**src/rtl/i2c_cmd_fifo.sv**
```systemverilog
// Command FIFO between the AXI slave and the I2C master.
// First-word fall-through: the head word is visible on M_DATA whenever M_VALID is high.
// Each word holds a 7-bit target address, a R/W bit and a data byte.
module i2c_cmd_fifo #(
   parameter int unsigned ENTRY_WIDTH = 16,
   parameter int unsigned DEPTH       = 8,
   parameter int unsigned AF_LEVEL    = DEPTH - 2
) (
   input  logic                     ACLK,
   input  logic                     ARESETn,
   input  logic                     S_VALID,
   input  logic [ENTRY_WIDTH-1:0]   S_DATA,
   output logic                     S_READY,
   output logic                     M_VALID,
   output logic [ENTRY_WIDTH-1:0]   M_DATA,
   input  logic                     M_READY,
   input  logic                     FLUSH,
   output logic [$clog2(DEPTH):0]   COUNT,
   output logic                     ALMOST_FULL,
   output logic                     OVERFLOW,
   input  logic                     OVF_CLR,
   output logic                     PENDING
);

   localparam int unsigned PW = $clog2(DEPTH);
   localparam int unsigned CW = PW + 1;
   localparam logic [CW-1:0] DepthCnt = CW'(DEPTH);
   localparam logic [CW-1:0] AfCnt    = CW'(AF_LEVEL);

   logic [ENTRY_WIDTH-1:0] mem_q [DEPTH];
   logic [PW-1:0]          wr_ptr_q, wr_ptr_d;
   logic [PW-1:0]          rd_ptr_q, rd_ptr_d;
   logic [CW-1:0]          count_q, count_d;
   logic                   ovf_q, ovf_d;
   // Low through reset, set on the first edge after release; holds S_READY low until then.
   logic                   init_q;
   logic                   full, empty, wr_en, rd_en;

   assign full  = (count_q == DepthCnt);
   assign empty = (count_q == '0);

   assign S_READY     = init_q & ~full;
   assign M_VALID     = ~empty;
   assign PENDING     = ~empty;
   assign COUNT       = count_q;
   assign ALMOST_FULL = init_q & (count_q >= AfCnt);
   assign OVERFLOW    = ovf_q;
   assign M_DATA      = mem_q[rd_ptr_q];

   // Flush overrides both handshakes for the cycle.
   assign wr_en = S_VALID & S_READY & ~FLUSH;
   assign rd_en = M_VALID & M_READY & ~FLUSH;

   // Next-state for pointers, occupancy and the sticky overflow flag.
   always_comb begin
      wr_ptr_d = wr_ptr_q;
      rd_ptr_d = rd_ptr_q;
      count_d  = count_q;
      ovf_d    = ovf_q;

      if (FLUSH) begin
         wr_ptr_d = '0;
         rd_ptr_d = '0;
         count_d  = '0;
      end else begin
         if (wr_en) wr_ptr_d = wr_ptr_q + 1'b1;
         if (rd_en) rd_ptr_d = rd_ptr_q + 1'b1;
         if (wr_en && !rd_en) begin
            count_d = count_q + 1'b1;
         end else if (rd_en && !wr_en) begin
            count_d = count_q - 1'b1;
         end
      end

      // Set beats clear when both happen together.
      if (S_VALID && full && !FLUSH) begin
         ovf_d = 1'b1;
      end else if (OVF_CLR) begin
         ovf_d = 1'b0;
      end
   end

   // Control state register with asynchronous active-low reset.
   always_ff @(posedge ACLK or negedge ARESETn) begin
      if (!ARESETn) begin
         wr_ptr_q <= '0;
         rd_ptr_q <= '0;
         count_q  <= '0;
         ovf_q    <= 1'b0;
         init_q   <= 1'b0;
      end else begin
         wr_ptr_q <= wr_ptr_d;
         rd_ptr_q <= rd_ptr_d;
         count_q  <= count_d;
         ovf_q    <= ovf_d;
         init_q   <= 1'b1;
      end
   end

   // Storage array; deliberately not reset or flushed, only pointers are.
   always_ff @(posedge ACLK) begin
      if (wr_en) begin
         mem_q[wr_ptr_q] <= S_DATA;
      end
   end

endmodule

```
**config.mk**
```make
export PLATFORM = sky130hd
export DESIGN_NAME = i2c_cmd_fifo
export DESIGN_NICKNAME = d
export VERILOG_FILES = /design/src/rtl/i2c_cmd_fifo.sv
export SDC_FILE = /design/constraint.sdc
export NUM_CORES = 1
export LEC_CHECK = 0
export BUFFER_PORTS_ARGS = -buffer_cell sky130_fd_sc_hd__buf_2
export CAP_MARGIN = 20
export CORE_MARGIN = 3
export CORE_UTILIZATION = 40
export CTS_BUF_LIST = sky130_fd_sc_hd__clkbuf_16
export CTS_CLUSTER_DIAMETER = 150
export CTS_CLUSTER_SIZE = 10
export DETAILED_ROUTE_END_ITERATION = 10
export GPL_TIMING_DRIVEN = 0
export HOLD_SLACK_MARGIN = 0.12
export PLACE_DENSITY = 0.66
export SYNTH_ARGS = -nofsm -noshare
export SYNTH_HDL_FRONTEND = slang
export SYNTH_SLANG_ARGS = --single-unit
```
**constraint.sdc**
```tcl
create_clock -name ACLK -period 9.14 [get_ports ACLK]
set_input_delay 0.914 -clock ACLK [delete_from_list [all_inputs] [get_ports ACLK]]
set_output_delay 0.914 -clock ACLK [all_outputs]
set_load 0.005 [all_outputs]
```
==> flow_summary_export.csv, run 1 <==
group,metric,value,unit
sta,final_hold_viol_count,0,
detailed_routing,number_of_drc_markers_after_the_initial_detailed_route_iteration,242,
pwr,peakVddDrop,0.1559,mV
flow_run,max_cap_violations,0,
layout,postLayoutCoreUtil,0.5048,
cts,cts_max_level,4,
logic_synthesis,synthesis.area_per_instance,20.10,µm²
pwr,powerDensity,260.1,mW/mm²
worst_setup_path,crit_required,8230,ps
placed_design,globalplace.congestion,0.7732,
floorplanning,placeableCoreArea,0.01345,mm²
logic_synthesis,synth-async-reset-ratio,0.08571,
floorplanning,design.die.area,0.01542,mm²
grt,grt_pass1_vias,3006,
sta,highest_clock_frequency_the_design_can_meet,0.2911,GHz
sta,worst_clock_skew,5.638,ps
grt,antenna_found_initial,0,
detailed_routing,ant_nets,0,
logic_synthesis,synth_enable_flop_cells,128,
detailed_routing,dr.pass1.iters,4,
cts,cts_sinks,140,
sta,post-route-min-period,3435,ps
grt,maximum_number_of_pins_on_one_net_before_global_route_repair,17,
floorplanning,core_rows,42,
worst_setup_path,critPathKind,"register to primary output",
worst_setup_path,ff2ff_setup_slack,6250,ps
detailed_routing,number_of_remaining_drc_errors,0,
layout,final_layout_size_suffix_gt1_frac,0.4114,
floorplanning,dieWidth,124.2,µm
grt,grt_overflow_total,0,
cts,cts_buffer_depth,2,
floorplanning,initial_utilization,0.4154,
sta,worst-slew-pin-transition,953.3,ps
grt,grt_util_met3,0.03134,
sta,final-setup-viol-count,0,
layout,antennaDiodeCount,0,
grt,global_route_wire_length_before_repair,16660,µm
grt,grt_met1_usage,0.1930,
logic_synthesis,synth_top_area_share,0.6879,
sta,timing.final.max_slew_violations,0,
cts,clock_tree.root_cell,"sky130_fd_sc_hd__clkbuf_16",
cts,numCtsBuffers,17,
logic_synthesis,synth_seq_cells,140,
cts,clkTransAtPathRegs,60,ps
pwr,p_leak,2.308,nW
floorplanning,dieHeight,124.2,µm
worst_setup_path,cp_max_fo,10,
detailed_routing,routed-via-count,2846,
floorplanning,ios,47,
worst_setup_path,worst_ep_arrival_time,2520,ps
status,outcome,"completed",
min_path,hp-class,"input pin to asynchronous set/reset pin",
sta,setup-tns-final,0,ps
cts,postCtsSetupBuffers,0,
grt,grt_busiest_layer,"met2",
logic_synthesis,leading_post_synthesis_cells_by_instance_count,"sky130_fd_sc_hd__edfxtp_1 (128), sky130_fd_sc_hd__mux4_2 (32), sky130_fd_sc_hd__mux2_2 (16)",
logic_synthesis,yosysUniqueCellTypes,38,
sta,fin_crit_sh,0.3758,
sta,rsz0062_at_grt,"no",
sta,slew_headroom,0.3610,
cts,post_cts_hold_buffer_count,0,
worst_setup_path,startpoint_type,"register",
cts,ctsResizeCount,0,
detailed_routing,wl_per_cell,19.66,µm
logic_synthesis,synth_top_area_cell,"sky130_fd_sc_hd__edfxtp_1",
placed_design,place.port_buffers,46,
logic_synthesis,ys_top_cells_by_area,"sky130_fd_sc_hd__edfxtp_1 (69%), sky130_fd_sc_hd__mux4_2 (13%), sky130_fd_sc_hd__dfrtp_1 (5.4%)",
grt,gr-usage-met2,0.2530,
detailed_routing,wl,10680,µm
logic_synthesis,synth.cell_area,0.005588,mm²
grt,gr-usage-all-layers,0.1504,
detailed_routing,viasPerCell,5.241,
logic_synthesis,yosysMostFrequentCell,"sky130_fd_sc_hd__edfxtp_1",
logic_synthesis,net_count_after_synthesis,305,
layout,num-nets-final,381,
logic_synthesis,synth-seq-area-share,0.7416,
cts,tritoncts,"done",
logic_synthesis,yosysWarningCount,0,
worst_setup_path,cp-end-kind,"primary output",
logic_synthesis,netlist_instances,278,
layout,area.growth.synth_to_final,21.54,%
cts,clock_latency,400,ps
placed_design,half_perimeter_wire_length_after_detailed_placement,7138,µm
logic_synthesis,postSynth.topFlopCell,"sky130_fd_sc_hd__edfxtp_1",
-- registers in the layout, indices dropped and copies added (netlist names) --
| register | cells |
|---|---|
| rd_ptr_q | 3 |
| init_q | 1 |
| COUNT | 4 |
| wr_ptr_q | 3 |
| mem_q | 128 |
| OVERFLOW | 1 |
-- metal layers --
layer	vias up	wire [µm]
li1	1289	-
met1	1478	4574
met2	66	5576
met3	13	390
met4	0	136
met5	-	0
-- through the flow --
stage                     std cells  worst slack, ps  power (mW)  area (µm²)  hold WS, ps
after floorplan                 278             5698       1.003        5588        522.6
after global placement          500             3918       1.111        6038        517.5
after detailed placement        511             6061       1.121        6210        520.0
after CTS                       543             5647       1.788        6792        377.6
after global routing            543             5543       1.849        6792        390.0
final                           543             5705       1.766        6792        386.9
-- power by group --
group / internal (mW) / total, mW / switching (mW) / leakage [nW]
registers: 0.717 / 0.738 / 0.0209 / 1.31
clock network: 0.422 / 0.664 / 0.241 / 0.282
logic: 0.194 / 0.364 / 0.170 / 0.713
total: 1.33 / 1.77 / 0.433 / 2.31
-- kinds of logic (layout without fill, tap and decap cells) --
kind of cell | after synthesis | count (layout) | synth area share
and+or+nand+nor | 44 | 44 | 0.04075
AOI/OAI and AO/OA | 13 | 13 | 0.01634
adders and majority gates | 5 | 5 | 0.01254
other | 1 | 1 | 0.0006711
muxes | 49 | 49 | 0.1630
buffers and inverters | 21 | 110 | 0.01724
DFF | 140 | 140 | 0.7416
xor gates and xnor gates | 5 | 5 | 0.007838
-- critical path: stages, from the launching register on --
cell,delay [ps]
sky130_fd_sc_hd__dfrtp_1,340
sky130_fd_sc_hd__clkbuf_1,320
sky130_fd_sc_hd__buf_2,460
sky130_fd_sc_hd__mux4_2,580
sky130_fd_sc_hd__mux2_2,280
sky130_fd_sc_hd__buf_2,130
-- cell type report --
class / count / area (µm²)
inverter: 6 / 22.52
tap: 176 / 220.2
clock inverter: 15 / 156.4
buffer: 15 / 73.82
multi-input combinational: 117 / 1386
fill: 1110 / 6661
sequential: 140 / 4144
timing repair buffer: 57 / 362.8
clock buffer: 17 / 425.4
-- layout by cell type (no fill, tap or decap), types with 3 or more instances in the layout --
master and instances:
sky130_fd_sc_hd__mux2_2 16, sky130_fd_sc_hd__buf_4 6, sky130_fd_sc_hd__clkinv_2 4, sky130_fd_sc_hd__ha_1 4
sky130_fd_sc_hd__clkinv_1 3, sky130_fd_sc_hd__dfrtp_1 12, sky130_fd_sc_hd__nand3_1 3, sky130_fd_sc_hd__nand4_1 3
sky130_fd_sc_hd__nor3_2 3, sky130_fd_sc_hd__clkbuf_16 17, sky130_fd_sc_hd__a21oi_1 5, sky130_fd_sc_hd__nor2_1 7
sky130_fd_sc_hd__inv_1 7, sky130_fd_sc_hd__buf_8 3, sky130_fd_sc_hd__buf_6 3, sky130_fd_sc_hd__clkbuf_1 6
sky130_fd_sc_hd__bufinv_16 3, sky130_fd_sc_hd__clkinvlp_4 3, sky130_fd_sc_hd__and2_1 3, sky130_fd_sc_hd__edfxtp_1 128
sky130_fd_sc_hd__mux4_2 32, sky130_fd_sc_hd__nand2_1 13, sky130_fd_sc_hd__buf_2 51, sky130_fd_sc_hd__xnor2_1 3
-- final timing paths --
path                                               from                      end  cells past startpoint
worst min-delay path                            ARESETn     COUNT[2]$_DFFE_PN0P_                      1
worst max-delay path            rd_ptr_q[0]$_DFFE_PN0P_                M_DATA[9]                      5
worst min register to register     OVERFLOW$_DFFE_PN0P_     OVERFLOW$_DFFE_PN0P_                      2
worst max register to register     COUNT[1]$_DFFE_PN0P_     COUNT[3]$_DFFE_PN0P_                      9
max in group asynchronous                       ARESETn  rd_ptr_q[2]$_DFFE_PN0P_                      1
min in group ACLK                  OVERFLOW$_DFFE_PN0P_     OVERFLOW$_DFFE_PN0P_                      2
(Power assumes the default switching activity.)
==> run 2: changes to the inputs <==
clock period = 3.5 ns   (was 9.14 ns; I/O delays follow)
==> run 2 against run 1 <==
  * Register-to-register slack worse by 5600 ps
  * Sequential cell count unchanged
  * Non-clock buffer count is 2 higher
  * Combinational power increased to 2.6 times the previous value
  * Power grew to 2.6 times the previous value
  * Setup slack worse by 5100 ps
  * First-iteration DRC count increased by 4.5%
  * Worst hold slack got worse by 180 ps
  * Clock power rose to 2.6 times the previous value
  * Critical endpoint is now COUNT[3]$_DFFE_PN0P_
  * Largest cell class unchanged
==> flow_summary_export.csv, run 2 (same netlist as run 1, synthesis figures left out) <==
group,metric,value,unit
status,outcome,"completed",
placed_design,post_dp_cell_area,0.006210,mm²
worst_setup_path,timing.critical_path.buf_inv,1,
detailed_routing,viasPerCell,5.231,
layout,final_layout_size_suffix_gt1_frac,0.4092,
grt,global_route_wire_length_before_repair,16660,µm
layout,area.growth.synth_to_final,21.90,%
pwr,p_leak,2.316,nW
pwr,switching_share,0.2444,
grt,maximum_number_of_pins_on_one_net_before_global_route_repair,17,
floorplanning,initial_utilization,0.4154,
pwr,combinationalPowerShare,0.206,
cts,cts_buffer_depth,2,
detailed_routing,wl,10660,µm
flow_run,max_cap_violations,0,
layout,regMostFlops,"mem_q",
worst_setup_path,worstSetupPathDepth,9,
floorplanning,ios,47,
cts,clkTransAtPathRegs,60,ps
pwr,powerDensity,677.1,mW/mm²
grt,antenna_found_initial,0,
worst_setup_path,startpoint_type,"register",
floorplanning,placeableCoreArea,0.01345,mm²
cts,clock_latency,400,ps
sta,final-setup-viol-count,0,
sta,slew_headroom,0.3624,
worst_setup_path,crit_path_from,"COUNT[1]$_DFFE_PN0P_",
layout,mostFrequentLayoutCell,"sky130_fd_sc_hd__edfxtp_1",
worst_setup_path,logic_depth_of_the_worst_register_to_register_path,9,
grt,gr-usage-all-layers,0.1505,
worst_setup_path,cp_top_family,"compound AO/OA/AOI/OAI gates",
layout,num-nets-final,383,
worst_setup_path,critical-path-slowest-cell,"sky130_fd_sc_hd__o41ai_1",
worst_setup_path,cp_max_fo,9,
detailed_routing,number_of_remaining_drc_errors,0,
placed_design,globalplace.congestion,0.7732,
sta,worst_clock_skew,5.689,ps
floorplanning,core_rows,42,
sta,final_hold_viol_count,0,
worst_setup_path,worst_ep_arrival_time,3130,ps
cts,cts_sinks,140,
sta,rsz0062_at_grt,"no",
cts,clock_tree.root_cell,"sky130_fd_sc_hd__clkbuf_16",
sta,worst-slew-pin-transition,951.2,ps
detailed_routing,wl_per_cell,19.56,µm
pwr,peakVddDrop,0.4061,mV
sta,final.hold.worst_slack,209.1,ps
sta,post-route-worst-setup-slack,633.4,ps
sta,timing.final.max_slew_violations,0,
sta,post-route-min-period,2867,ps
worst_setup_path,cp-end-kind,"register",
floorplanning,design.die.area,0.01542,mm²
grt,grt_pass1_vias,3006,
floorplanning,dieWidth,124.2,µm
layout,postLayoutCoreUtil,0.5063,
cts,postCtsSetupBuffers,0,
worst_setup_path,ff2ff_setup_slack,630,ps
worst_setup_path,crit_end,"COUNT[3]$_DFFE_PN0P_",
worst_setup_path,regToRegStartpoint,"COUNT[1]$_DFFE_PN0P_",
worst_setup_path,r2r_end,"COUNT[3]$_DFFE_PN0P_",
detailed_routing,dr.pass1.iters,4,
pwr,portion_of_total_power_attributed_to_sequential_cells,0.418,
pwr,totalPowerFinal,4.612,mW
sta,highest_clock_frequency_the_design_can_meet,0.3488,GHz
layout,layout.cells.most_common_list,"sky130_fd_sc_hd__edfxtp_1 (128), sky130_fd_sc_hd__buf_2 (51), sky130_fd_sc_hd__mux4_2 (32)",
cts,cts_max_level,4,
detailed_routing,ant_nets,0,
pwr,internal_power,3.485,mW
layout,design_area,0.006812,mm²
grt,grt_overflow_total,0,
layout,antennaDiodeCount,0,
layout,number_of_flip_flops_under_the_largest_register_name,128,
placed_design,post_place_setup_slack,702.0,ps
pwr,switching_power,1.127,mW
worst_setup_path,critical_path.max_stage_delay,850,ps
min_path,hp-class,"input pin to register",
worst_setup_path,critPathKind,"register to register",
floorplanning,dieHeight,124.2,µm
placed_design,half_perimeter_wire_length_after_detailed_placement,7138,µm
sta,fin_crit_sh,0.8190,
worst_setup_path,crit_required,3770,ps
cts,numCtsBuffers,17,
cts,tritoncts,"done",
detailed_routing,number_of_drc_markers_after_the_initial_detailed_route_iteration,253,
pwr,share_clk_of_total_power,0.376,
worst_setup_path,timing.critical_path.cells,"o41ai_1, and3_1, buf_6, nand2_1, ha_1, nand3_1, and2_1, o2111ai_1, nand4_1",
detailed_routing,routed-via-count,2851,
placed_design,place.port_buffers,46,
-- run 2: cell count changes in the layout (fill, tap and decap cells not counted), sizes merged --
cell         delta
dlygate4sd3     +2
-- run 2: worst min path at each step --
stage / start / depth (start not counted) / end
after floorplan: ARESETn / 0 / COUNT[0]$_DFFE_PN0P_
after global placement: ARESETn / 1 / COUNT[2]$_DFFE_PN0P_
after detailed placement: ARESETn / 1 / COUNT[2]$_DFFE_PN0P_
after CTS: S_DATA[8] / 1 / mem_q[3][8]$_DFFE_PP_
after global routing: S_DATA[1] / 1 / mem_q[1][1]$_DFFE_PP_
final: S_DATA[8] / 1 / mem_q[3][8]$_DFFE_PP_
-- run 2: power groups by stage --
stage / Combinational [mW] / Sequential [mW] / Clock (mW)
floorplan: 0.669 / 1.95 / 0
global placement: 0.944 / 1.96 / 0
detailed placement: 0.968 / 1.96 / 0
CTS: 0.976 / 1.93 / 1.77
global route: 1.05 / 1.94 / 1.84
finish: 0.951 / 1.93 / 1.73
-- run 2: what timing repair did --
| action | in CTS | in global routing |
|---|---|---|
| hold endpoints to repair | 13 | 0 |
| gates resized for setup | 0 | 0 |
| hold buffers | 2 | 0 |
| setup endpoints to repair | 0 | 0 |
-- run 2: layout make-up --
class	instances	area (µm²)
inverters	6	22.52
fillers	1109	6641
well taps	176	220.2
repair buffers	59	382.9
plain buffers	15	73.82
clock inverters	15	156.4
multi-input cells	117	1386
flip-flops and latches	140	4144
clock buffers	17	425.4
-- run 2: per-stage QoR --
stage	setup TNS [ps]	std cells
after global placement	-66100	500
after floorplan	0	278
after global routing	0	545
after CTS	0	545
final	0	545
after detailed placement	0	511
-- run 2: per-layer routing --
layer  share of wire  GRT usage  vias up
met4          0.0091    0.05749        0
met5               0          0        -
li1                -          -     1295
met3           0.041    0.03134        6
met2            0.53     0.2537       72
met1            0.42     0.1927     1478
-- run 2: worst reg2reg max path: cells and delay by family (launching register included) --
kind / cells / cell delay, ps
compound gates: 2 / 1030
fa+ha+maj: 1 / 350
buf+inv: 1 / 120
flops: 1 / 480
simple gates: 5 / 770
==> run 3: changes to the inputs <==
clock period = 3 ns   (was 3.5 ns; I/O delays follow)
==> run 3 against run 2 <==
  * First-iteration DRC count rose by 17%
  * Combinational power rose by 19%
  * Via count fell by 0.95%
  * Non-clock buffer count fell by 2
  * Utilization rose by 0.16 points
  * Power rose by 18%
  * Sequential share of layout area fell by 0.19 points
  * Wire length rose by 1.8%
  * Critical path type is now register to primary output
  * Critical path depth fell by 4
==> flow_summary_export.csv, run 3 (same netlist as run 1, synthesis figures left out) <==
group,metric,value,unit
detailed_routing,wl,10850,µm
sta,worst-slew-pin-transition,843.5,ps
sta,slew_headroom,0.4330,
layout,layout.cells.most_common_list,"sky130_fd_sc_hd__edfxtp_1 (128), sky130_fd_sc_hd__buf_2 (48), sky130_fd_sc_hd__mux4_2 (32)",
floorplanning,ios,47,
detailed_routing,routed-via-count,2824,
sta,post-route-worst-setup-slack,197.2,ps
grt,maximum_number_of_pins_on_one_net_before_global_route_repair,17,
detailed_routing,ant_nets,0,
pwr,p_leak,2.324,nW
pwr,combinationalPowerShare,0.207,
worst_setup_path,crit_required,2700,ps
cts,clkTransAtPathRegs,60,ps
grt,antenna_found_initial,0,
detailed_routing,viasPerCell,5.201,
floorplanning,initial_utilization,0.4154,
grt,grt_pass1_vias,3020,
detailed_routing,dr.pass1.iters,4,
sta,timing.final.max_slew_violations,0,
sta,worst_clock_skew,5.748,ps
cts,cts_sinks,140,
pwr,share_clk_of_total_power,0.379,
worst_setup_path,startpoint_type,"register",
layout,num-nets-final,381,
layout,area.growth.synth_to_final,22.28,%
layout,number_of_flip_flops_under_the_largest_register_name,128,
status,outcome,"completed",
worst_setup_path,critPathKind,"register to primary output",
cts,tritoncts,"done",
pwr,switching_power,1.417,mW
placed_design,post_place_setup_slack,202.6,ps
flow_run,max_cap_violations,0,
cts,clock_latency,410,ps
floorplanning,core_rows,42,
layout,antennaDiodeCount,0,
placed_design,post_dp_cell_area,0.006211,mm²
placed_design,globalplace.congestion,0.7583,
layout,mostFrequentLayoutCell,"sky130_fd_sc_hd__edfxtp_1",
cts,cts_max_level,4,
cts,numCtsBuffers,17,
pwr,powerDensity,797.5,mW/mm²
floorplanning,design.die.area,0.01542,mm²
worst_setup_path,cp_max_fo,10,
sta,setup-tns-final,0,ps
layout,regMostFlops,"mem_q",
cts,clock_tree.root_cell,"sky130_fd_sc_hd__clkbuf_16",
detailed_routing,number_of_drc_markers_after_the_initial_detailed_route_iteration,296,
placed_design,place.port_buffers,46,
cts,cts_buffer_depth,2,
grt,global_route_wire_length_before_repair,16880,µm
sta,rsz0062_at_grt,"no",
layout,final_layout_size_suffix_gt1_frac,0.4169,
sta,final-setup-viol-count,0,
worst_setup_path,cp-end-kind,"primary output",
floorplanning,placeableCoreArea,0.01345,mm²
worst_setup_path,worst_ep_arrival_time,2500,ps
sta,highest_clock_frequency_the_design_can_meet,0.3568,GHz
sta,fin_crit_sh,0.9343,
pwr,internal_power,4.032,mW
floorplanning,dieWidth,124.2,µm
sta,final_hold_viol_count,0,
pwr,portion_of_total_power_attributed_to_sequential_cells,0.413,
grt,gr-usage-all-layers,0.1540,
grt,grt_overflow_total,0,
floorplanning,dieHeight,124.2,µm
sta,post-route-min-period,2803,ps
detailed_routing,number_of_remaining_drc_errors,0,
pwr,peakVddDrop,0.4600,mV
detailed_routing,wl_per_cell,19.98,µm
placed_design,half_perimeter_wire_length_after_detailed_placement,7216,µm
pwr,switching_share,0.2601,
min_path,hp-class,"input pin to register",
layout,design_area,0.006833,mm²
-- run 3: cell count changes in the layout (fill, tap and decap cells not counted), sizes merged --
| cell | before | now |
|---|---|---|
| inv | 7 | 14 |
| buf | 66 | 61 |
| clkinv | 8 | 4 |
| clkbuf | 23 | 26 |
| clkinvlp | 3 | 1 |
| bufinv | 3 | 2 |
-- run 3: critical path, stage by stage (launching register included) --
cell and delay (ps):
sky130_fd_sc_hd__dfrtp_1 340, sky130_fd_sc_hd__buf_1 270, sky130_fd_sc_hd__clkbuf_1 640, sky130_fd_sc_hd__mux4_2 420
sky130_fd_sc_hd__mux2_2 280, sky130_fd_sc_hd__buf_2 130
-- run 3: final timing paths --
path	startpoint	end	slack, ps	cells after the start
max in group asynchronous	ARESETn	rd_ptr_q[2]$_DFFE_PN0P_	2450	2
worst min-delay path	S_DATA[9]	mem_q[3][9]$_DFFE_PP_	150	1
min in group asynchronous	ARESETn	COUNT[2]$_DFFE_PN0P_	320	2
worst max register to register	COUNT[1]$_DFFE_PN0P_	COUNT[3]$_DFFE_PN0P_	430	9
worst max-delay path	rd_ptr_q[1]$_DFFE_PN0P_	M_DATA[8]	200	5
worst min register to register	OVERFLOW$_DFFE_PN0P_	OVERFLOW$_DFFE_PN0P_	540	2
-- run 3: cell type report --
cell class | instances | area, µm²
plain buffers | 15 | 81.33
clock buffers | 17 | 425.4
clock inverters | 15 | 161.4
fillers | 1112 | 6620
inverters | 6 | 22.52
multi-input cells | 117 | 1411
flip-flops and latches | 140 | 4144
well taps | 176 | 220.2
repair buffers | 57 | 366.6
-- run 3: power groups by stage --
stage / Combinational [mW] / Sequential (mW) / Clock (mW)
after global placement: 1.10 / 2.28 / 0
after global routing: 1.25 / 2.26 / 2.19
after CTS: 1.14 / 2.25 / 2.09
after floorplan: 0.781 / 2.27 / 0
final: 1.13 / 2.25 / 2.07
after detailed placement: 1.13 / 2.29 / 0
-- run 3: repair_timing --
action                                  4_1_cts  5_1_grt
hold buffers                                  2        0
hold endpoints to repair                     13        0
buffers inserted                              0        0
resized for setup                             0        4
endpoints found under the setup margin        0        3
-- run 3: routing by layer --
layer,up-vias,wire [µm],part of all wire,GRT usage
li1,1285,-,-,-
met1,1465,4486,0.41,0.1907
met2,69,5797,0.53,0.2588
met3,5,497,0.046,0.04360
met4,0,67,0.0062,0.05749
met5,-,0,0,0
-- run 3: per-stage QoR --
step / total power, mW / util / cells / hold WS [ps]
floorplan: 3.056 / - / 278 / 4.409
global placement: 3.379 / 0.4498 / 500 / 195.2
detailed placement: 3.416 / 0.4617 / 509 / 206.9
CTS: 5.485 / 0.5068 / 543 / 139.3
global route: 5.698 / 0.5079 / 543 / 148.3
finish: 5.449 / 0.5079 / 543 / 149.9
